--- src/rtl/serial_out_arbiter_if.sv ---
// Request/serial-buffer bundle for serial_out_arbiter.
// master = requester side, slave = arbiter side.
interface serial_out_arbiter_if #(
  parameter int NUM_REQ = 4,
  parameter int ADDR_W  = 7,
  parameter int DATA_W  = 8
) ();
  logic [NUM_REQ-1:0]        req;
  logic [NUM_REQ*ADDR_W-1:0] req_addr;
  logic [NUM_REQ*DATA_W-1:0] req_data;
  logic [NUM_REQ-1:0]        ack;
  logic                      busy;
  logic                      buf_go;
  logic [ADDR_W-1:0]         buf_addr;
  logic [DATA_W-1:0]         buf_data;

  modport master (
    output req, req_addr, req_data,
    input  ack, busy, buf_go,
    input  buf_addr, buf_data
  );

  modport slave (
    input  req, req_addr, req_data,
    output ack, busy, buf_go,
    output buf_addr, buf_data
  );
endinterface

--- src/rtl/serial_out_arbiter.sv ---
// Round-robin arbiter sharing one serial out buffer.
// Frame end is timed by a counter; the buffer has no busy.
module serial_out_arbiter #(
  parameter int NUM_REQ      = 4,
  parameter int FRAME_CYCLES = 30,
  parameter int ADDR_W       = 7,
  parameter int DATA_W       = 8
) (
  input logic                 clk_in,
  input logic                 reset,
  serial_out_arbiter_if.slave bus
);

  localparam int IDX_W = $clog2(NUM_REQ);
  localparam int CNT_W = $clog2(FRAME_CYCLES + 1);

  localparam logic [CNT_W-1:0] CNT_LOAD =
    CNT_W'(FRAME_CYCLES - 1);
  localparam logic [IDX_W-1:0] LAST_RST =
    IDX_W'(NUM_REQ - 1);

  generate
    if (FRAME_CYCLES < 2) begin : g_bad_frame
      $error("FRAME_CYCLES must be >= 2");
    end
    if (NUM_REQ < 2 || NUM_REQ > 8) begin : g_bad_nreq
      $error("NUM_REQ must be in 2..8");
    end
  endgenerate

  typedef enum logic [1:0] {
    S_IDLE,
    S_LAUNCH,
    S_WAIT,
    S_DONE
  } state_t;

  state_t              r_state;
  state_t              w_next;
  logic [IDX_W-1:0]    r_last;
  logic [IDX_W-1:0]    r_grant;
  logic [CNT_W-1:0]    r_cnt;
  logic [ADDR_W-1:0]   r_addr;
  logic [DATA_W-1:0]   r_data;

  logic                w_hit;
  logic [IDX_W-1:0]    w_pick;
  logic                w_go;
  logic                w_busy;
  logic [NUM_REQ-1:0]  w_ack;

  logic [ADDR_W-1:0]   w_addr_a [NUM_REQ];
  logic [DATA_W-1:0]   w_data_a [NUM_REQ];

  generate
    for (genvar g = 0; g < NUM_REQ; g++) begin : g_unpack
      assign w_addr_a[g] =
        bus.req_addr[g*ADDR_W +: ADDR_W];
      assign w_data_a[g] =
        bus.req_data[g*DATA_W +: DATA_W];
    end
  endgenerate

  // Search last+1, last+2, ... modulo NUM_REQ.
  function automatic logic [IDX_W:0] rr_pick(
    input logic [NUM_REQ-1:0] rq,
    input logic [IDX_W-1:0]   last
  );
    logic [IDX_W:0]   s;
    logic             hit;
    logic [IDX_W-1:0] idx;
    hit = 1'b0;
    idx = '0;
    for (int i = 1; i <= NUM_REQ; i++) begin
      s = {1'b0, last} + (IDX_W+1)'(i);
      if (s >= (IDX_W+1)'(NUM_REQ))
        s = s - (IDX_W+1)'(NUM_REQ);
      if (!hit && rq[s[IDX_W-1:0]]) begin
        hit = 1'b1;
        idx = s[IDX_W-1:0];
      end
    end
    return {hit, idx};
  endfunction

  always_comb begin
    {w_hit, w_pick} = rr_pick(bus.req, r_last);
  end

  always_ff @(posedge clk_in) begin
    if (reset) begin
      r_state <= S_IDLE;
    end else begin
      r_state <= w_next;
    end
  end

  always_comb begin
    w_next = r_state;
    w_go   = 1'b0;
    w_busy = 1'b1;
    w_ack  = '0;
    case (r_state)
      S_IDLE: begin
        w_busy = 1'b0;
        if (w_hit)
          w_next = S_LAUNCH;
      end
      S_LAUNCH: begin
        w_go   = 1'b1;
        w_next = S_WAIT;
      end
      S_WAIT: begin
        if (r_cnt == '0)
          w_next = S_DONE;
      end
      S_DONE: begin
        w_ack[r_grant] = 1'b1;
        w_next         = S_IDLE;
      end
      default: w_next = S_IDLE;
    endcase
  end

  // Counter already reads FRAME_CYCLES-1 during LAUNCH.
  always_ff @(posedge clk_in) begin
    if (reset) begin
      r_last  <= LAST_RST;
      r_grant <= '0;
      r_cnt   <= '0;
      r_addr  <= '0;
      r_data  <= '0;
    end else begin
      case (r_state)
        S_IDLE: begin
          if (w_hit) begin
            r_grant <= w_pick;
            r_addr  <= w_addr_a[w_pick];
            r_data  <= w_data_a[w_pick];
            r_cnt   <= CNT_LOAD;
          end
        end
        S_LAUNCH, S_WAIT: begin
          if (r_cnt != '0)
            r_cnt <= r_cnt - CNT_W'(1);
        end
        S_DONE: begin
          r_last <= r_grant;
        end
        default: ;
      endcase
    end
  end

  assign bus.ack      = w_ack;
  assign bus.busy     = w_busy;
  assign bus.buf_go   = w_go;
  assign bus.buf_addr = r_addr;
  assign bus.buf_data = r_data;

endmodule

--- src/flat_wrapper.sv ---
// flat-port wrapper written by rule: the top's interface ports become plain ports
module serial_out_arbiter_flat 
#(
  parameter int NUM_REQ      = 4,
  parameter int FRAME_CYCLES = 30,
  parameter int ADDR_W       = 7,
  parameter int DATA_W       = 8
)
  (clk_in, reset, bus_req, bus_req_addr, bus_req_data, bus_ack, bus_busy, bus_buf_go, bus_buf_addr, bus_buf_data);
  serial_out_arbiter_if #(.NUM_REQ(NUM_REQ), .ADDR_W(ADDR_W), .DATA_W(DATA_W)) bus_i ();
  input logic clk_in;
  input logic reset;
  input wire logic [$bits(bus_i.req)-1:0] bus_req;
  input wire logic [$bits(bus_i.req_addr)-1:0] bus_req_addr;
  input wire logic [$bits(bus_i.req_data)-1:0] bus_req_data;
  output wire logic [$bits(bus_i.ack)-1:0] bus_ack;
  output wire logic [$bits(bus_i.busy)-1:0] bus_busy;
  output wire logic [$bits(bus_i.buf_go)-1:0] bus_buf_go;
  output wire logic [$bits(bus_i.buf_addr)-1:0] bus_buf_addr;
  output wire logic [$bits(bus_i.buf_data)-1:0] bus_buf_data;
  assign bus_i.req = bus_req;
  assign bus_i.req_addr = bus_req_addr;
  assign bus_i.req_data = bus_req_data;
  assign bus_ack = bus_i.ack;
  assign bus_busy = bus_i.busy;
  assign bus_buf_go = bus_i.buf_go;
  assign bus_buf_addr = bus_i.buf_addr;
  assign bus_buf_data = bus_i.buf_data;
  serial_out_arbiter #(.NUM_REQ(NUM_REQ), .FRAME_CYCLES(FRAME_CYCLES), .ADDR_W(ADDR_W), .DATA_W(DATA_W)) u_core (.clk_in(clk_in), .reset(reset), .bus(bus_i));
endmodule
--- config.mk ---
export PLATFORM = sky130hd
export DESIGN_NAME = serial_out_arbiter_flat
export DESIGN_NICKNAME = d
export VERILOG_FILES = /design/src/rtl/serial_out_arbiter_if.sv /design/src/rtl/serial_out_arbiter.sv /design/src/flat_wrapper.sv
export SDC_FILE = /design/constraint.sdc
export NUM_CORES = 1
export LEC_CHECK = 0
export CAP_MARGIN = 20
export CORE_MARGIN = 2
export CORE_UTILIZATION = 37
export DETAILED_ROUTE_END_ITERATION = 8
export PLACE_DENSITY = 0.77
export SETUP_SLACK_MARGIN = 0.02
export SYNTH_ARGS = -nofsm -noshare
export SYNTH_HDL_FRONTEND = slang
export SYNTH_SLANG_ARGS = --single-unit
export TNS_END_PERCENT = 30
--- constraint.sdc ---
create_clock -name clk_in -period 1.95 [get_ports clk_in]
set_clock_uncertainty 0.15 [all_clocks]
set_input_delay 0.2925 -clock clk_in [delete_from_list [all_inputs] [get_ports clk_in]]
set_output_delay 0.2925 -clock clk_in [all_outputs]
set_load 0.02 [all_outputs]
; Word-level counts from Yosys, hierarchy flattened
; Cells that the tools add are included.
[totals]
ff_bits = 26
out_inout_bits = 21
wordCells = 85
[classes]
n_mux = 37
reduce_logical = 15
order_cmp = 11
addsub = 9
eq_ne = 6
n_bitwise = 1
[ops]
columns = operator, count
row1 = 2-bit 2-to-1 mux, 10
row2 = 8-bit binary-select mux with 2-bit select, 1
row3 = 8-bit 2-to-1 mux, 2
row4 = "3-bit >= comparator, second input constant", 5
row5 = "2-bit by 3-bit less-than comparator with 1-bit output, second input constant", 5
row6 = 7-bit binary-select mux with 2-bit select, 1
row7 = 7-bit 2-to-1 mux, 2
row8 = 1-bit 2-to-1 mux, 11
row9 = 5-bit 2-to-1 mux, 2
row10 = 5-bit case mux with 2 select lines, 1
row11 = 1-bit binary-select mux with 2-bit select, 4
row12 = 2-bit case mux with 4 select lines, 1
row13 = "2-bit by 1-bit subtractor with 2-bit output, second input constant", 4
row14 = "2-bit by 2-bit adder with 3-bit output, second input constant", 2
row15 = "2-bit by 1-bit != test with 1-bit output, second input constant", 3
row16 = 5-bit logical NOT, 1
row17 = 5-bit nonzero test, 1
row18 = "5-bit by 1-bit subtractor with 5-bit output, second input constant", 1
row19 = "2-bit == test, second input constant", 2
row20 = 1-bit logical AND, 4
row21 = 4-bit 2-to-1 mux, 1
row22 = 2-bit AND reduction, 2
row23 = "2-bit by 1-bit adder with 3-bit output, second input constant", 1
row24 = "2-bit by 3-bit adder with 3-bit output, second input constant", 1
row25 = 9 further kinds, 11

; Depth between registers and ports, before layout
[logic_depth]
depth_word = 19
depth_mapped = 7
ltp_nobuf = 7

; Worst setup path after synthesis
; No wires, ideal clock.
[synth_path]
path_type = register to register
from = reg u_core.r_cnt[0]
to = reg u_core.r_cnt[0]
n_path_buf = 0
stages_incl_launch_ff = 8
setup_slack_ns = 0.048
synth_period_minus_slack_ns = 1.902
arrival_time_ns = 1.694
cell_sequence = dfxtp_1 > inv_1 > ha_1 > or4b_1 > mux2_2 > and2_4 > a31oi_1 > o21a_1
[synth_via]
elab_chain_len = 3
elab_cells_between_ends = 6
classes_between = add/sub (1) / eq/ne (1) / mux (2) / reduce/logical (2)
[synth_rtl]
columns = item, line
row1 = from (decl), serial_out_arbiter.sv:42  ; logic [CNT_W-1:0] r_cnt;
row2 = from (signal assigned), serial_out_arbiter.sv:145  ; r_cnt <= r_cnt - CNT_W'(1);
row3 = 5-bit by 1-bit subtractor with 5-bit output / 5-bit nonzero test (equally long branches), "serial_out_arbiter.sv:145, serial_out_arbiter.sv:144"
row4 = 5-bit 2-to-1 mux / 2-bit by 1-bit != test with 1-bit output (equally long branches), --
row5 = 5-bit case mux with 2 select lines / 3-bit AND reduction (equally long branches), --
; Parallel ways exist; a longest one is shown, timed or not. The select of a mux whose other input is x is not followed.
; A chain may end at the register's enable or synchronous reset.

; Worst setup path after layout
; Ends and elaborated chain as after synthesis.

==> impl_metrics.csv <==
group,metric,value,unit
clock_network,path_clk_slew,90,ps
floorplan,core_area,0.00466,mm²
sta,final_max_slew_viol_count,0,
power_and_ir_drop,vdd_ir_drop_max,0.000492,V
logic_synthesis,synthCells,208,
placement,routabilityCongestion,0.797,
detailed_routing,wire_per_inst,15.1,µm
sta,clock.fmax,515,MHz
floorplan,io_pins,87,
sta,tightest_slew,355,ps
detailed_routing,vias,1941,
sta,period_share,0.996,
sta,layout_min_cycle_time,1940,ps
critical_path,rr_worst_depth,7,
clock_network,cts-root-buf,"clkbuf_8",
critical_path,r2r_slack,7,ps
power_and_ir_drop,p_per_area,1150,mW/mm²
floorplan,fp.dieW,73.3,µm
finish,finalNetCount,383,
finish,register_area,527,µm²
floorplan,die-area,0.00537,mm²
finish,mostFrequentLayoutCell,"clkdlybuf4s50_1",
logic_synthesis,synth-simple-area-share,0.250,
finish,finish.instance_area,0.00301,mm²
floorplan,rows,25,
placement,dpl_cell_area,0.00282,mm²
floorplan,initial_core_util,0.381,
power_and_ir_drop,p_leak,1.26,nW
placement,dp_hpwl,3970,µm
grt,gr-total-overflow,0,
finish,drive_gt1_frac,0.190,
logic_synthesis,avgSynthCellArea,8.54,µm²
placement,post-place-ws,-405,ps
sta,worst_slack,6.93,ps
clock_network,clk_path_buf_depth,2,
logic_synthesis,ys_types,41,
critical_path,critPathArrivalTime,2010,ps
logic_synthesis,synth_compound_area_frac,0.207,
grt,grt_util_met1,0.262,
logic_synthesis,netlist_area,0.00178,mm²
grt,gr-usage-all-layers,0.204,
grt,grtUsageMet3,0.0370,
min_path,min_to,"u_core.bus.buf_addr[3]",
run,maxCapViolations,0,
status,status,"finished clean",
detailed_routing,final_antenna_net_count,0,
grt,first_global_vias,1886,
detailed_routing,drt_iter0_drc,89,
min_path,min-delay-start,"u_core.bus.buf_addr[3]",
grt,grt_pass1_wl,8680,µm
detailed_routing,dr.pass1.iters,4,
critical_path,crit_path_end_kind,"flip-flop",
finish,stdcell_count,364,
logic_synthesis,synth.net_count,280,
logic_synthesis,yosysWarnings,0,
finish,multiInputGateArea,0.00120,mm²
critical_path,required,2010,ps
clock_network,cts_tree,"yes",
finish,fill_cells,373,
finish,antenna_cells,0,
critical_path,path_max_fanout,4,
critical_path,cp_cell_sequence,"inv_2 > ha_4 > or4b_4 > mux2_4 > and2_4 > a31oi_1 > o21a_1",
finish,utilization,0.645,
clock_network,htreeDepth,1,
critical_path,r2r-end,"u_core.r_cnt[0]",
logic_synthesis,synthMuxAreaShare,0.129,
logic_synthesis,synth_top_family_by_area,"simple AND/OR/NAND/NOR gates",
logic_synthesis,synth_xor_area_frac,0.00987,
grt,grt_start_max_net_pins,22,
logic_synthesis,ys_seq_elements,26,
clock_network,clkLatencyLatePin,280,ps
detailed_routing,via_per_inst,5.33,
placement,io_buffers,86,
detailed_routing,drcViolationCount,0,
logic_synthesis,synth.yosys.seq_area_share,0.293,
finish,syn2layout_area_growth,69.3,%
detailed_routing,totalWireLength,5490,µm
critical_path,start_kind,"flip-flop",
finish,final_cell_mix,"76 x clkdlybuf4s50_1, 24 x buf_4, 21 x dfxtp_1",
critical_path,path_class,"reg -> reg",
grt,antenna_found_initial,0,
logic_synthesis,synthAdderAreaFrac,0.0423,
grt,met2_usage,0.353,
min_path,holdPathStages,2,
critical_path,slowest_stage,"or4b_4",
sta,slew_headroom,0.763,
sta,setup_viol,0,
critical_path,critical_path.max_stage_delay,460,ps
clock_network,clock_sinks,26,
sta,finalHoldViolCount,0,
grt,grt-busiest-layer,"met2",
clock_network,cts_buffers,3,
min_path,hp-class,"reg -> reg",
floorplan,die_h,73.3,µm
placement,dp.cells,356,
critical_path,timing.rr.start,"u_core.r_cnt[0]",
sta,rsz0062_at_grt,"true",
-- registers in the layout, indices dropped and copies added (netlist names) --
name and count:
u_core.r_last 2, u_core.r_cnt 5, u_core.bus.buf_data 8, u_core.r_grant 2, u_core.bus.buf_addr 7, u_core.r_state 2
-- cell usage after synthesis --
cell type | number | area share
o21ai_1 | 1 | 0.0028
nand2b_1 | 6 | 0.021
nor2_1 | 10 | 0.021
and2_1 | 2 | 0.0070
nor2b_1 | 1 | 0.0035
a31oi_1 | 8 | 0.028
nand3b_1 | 13 | 0.055
nand3_1 | 9 | 0.025
mux2_2 | 3 | 0.019
and3_1 | 2 | 0.0070
o21ai_0 | 7 | 0.020
buf_4 | 1 | 0.0042
or2_1 | 1 | 0.0035
buf_6 | 1 | 0.0063
o21bai_1 | 3 | 0.013
xor2_1 | 2 | 0.0099
buf_2 | 4 | 0.011
o21a_1 | 1 | 0.0042
a211o_1 | 1 | 0.0049
nor4_1 | 1 | 0.0035
and4_1 | 8 | 0.039
a311oi_1 | 2 | 0.0099
clkbuf_1 | 9 | 0.019
mux2i_1 | 18 | 0.10
dfxtp_1 | 26 | 0.29
nor3_1 | 5 | 0.014
o221ai_1 | 12 | 0.059
a211oi_1 | 3 | 0.013
ha_1 | 6 | 0.042
a21o_1 | 1 | 0.0042
a311oi_4 | 1 | 0.015
nor3b_1 | 2 | 0.0085
inv_1 | 13 | 0.027
or3_1 | 2 | 0.0070
o221ai_2 | 1 | 0.0085
nand2_1 | 11 | 0.023
mux2_4 | 1 | 0.0085
or4b_1 | 1 | 0.0056
a21oi_1 | 7 | 0.020
and2_4 | 1 | 0.0049
a21bo_2 | 1 | 0.0056
-- layout make-up --
class,instances,share of cell area
clock buffers,3,0.0137
clock inverters,1,0.00999
inverters,13,0.0162
multi-input cells,154,0.398
flip-flops and latches,26,0.175
well taps,54,0.0225
repair buffers,113,0.365
-- per-layer routing --
metal | share of wire | up-vias
met2 | 0.51 | 67
met3 | 0.066 | 2
met4 | 0.0073 | 0
li1 | - | 982
met1 | 0.42 | 890
met5 | 0 | -
-- report_power, final --
group	internal, mW	switching (mW)
Sequential	0.754	0.160
Combinational	1.09	0.994
Clock	0.275	0.181
Total	2.12	1.34
-- worst max-delay path: cells and delay by family (launching register included) --
| kind | cells | cell delay [ps] |
|---|---|---|
| and+or+nand+nor | 2 | 610 |
| muxes | 1 | 300 |
| adders and majority gates | 1 | 140 |
| DFF | 1 | 340 |
| AOI/OAI and AO/OA | 2 | 280 |
| buffers and inverters | 1 | 70 |
-- cells by family (layout without fill, tap and decap cells) --
kind of cell	Yosys count	after routing
adders and majority gates	6	6
muxes	22	22
xor gates and xnor gates	2	2
DFF	26	26
buffers and inverters	28	130
and+or+nand+nor	75	75
AOI/OAI and AO/OA	49	49
-- per-stage QoR --
step                power (mW)  TNS, ps  hold WS [ps]
floorplan                 2.00        0           299
detailed placement        2.81    -5630           329
global placement          2.77    -4810           324
global route              3.69    -60.8           386
CTS                       3.35    -47.7           360
finish                    3.46        0           364
-- worst max-delay path by stage --
| stage | from | to | cells after the start | slack (ps) |
|---|---|---|---|---|
| after floorplan | u_core.r_cnt[0] | u_core.r_cnt[0] | 7 | 50 |
| after global placement | bus_req[1] | u_core.bus.buf_addr[4] | 6 | -310 |
| after detailed placement | bus_req[0] | u_core.bus.buf_addr[1] | 7 | -400 |
| after CTS | u_core.r_cnt[0] | u_core.r_cnt[0] | 7 | -40 |
| after global routing | u_core.r_cnt[0] | u_core.r_cnt[0] | 7 | -60 |
| final | u_core.r_cnt[0] | u_core.r_cnt[0] | 7 | 7 |
-- repair_timing --
item                                    in CTS  in global routing
cloned                                       1                  0
hold buffers                                 0                  0
endpoints found under the setup margin      24                 25
pin swaps                                    3                  3
buffers inserted                             1                  2
resized for setup                           22                 17
No activity file was read; power rests on OpenSTA's default activity.
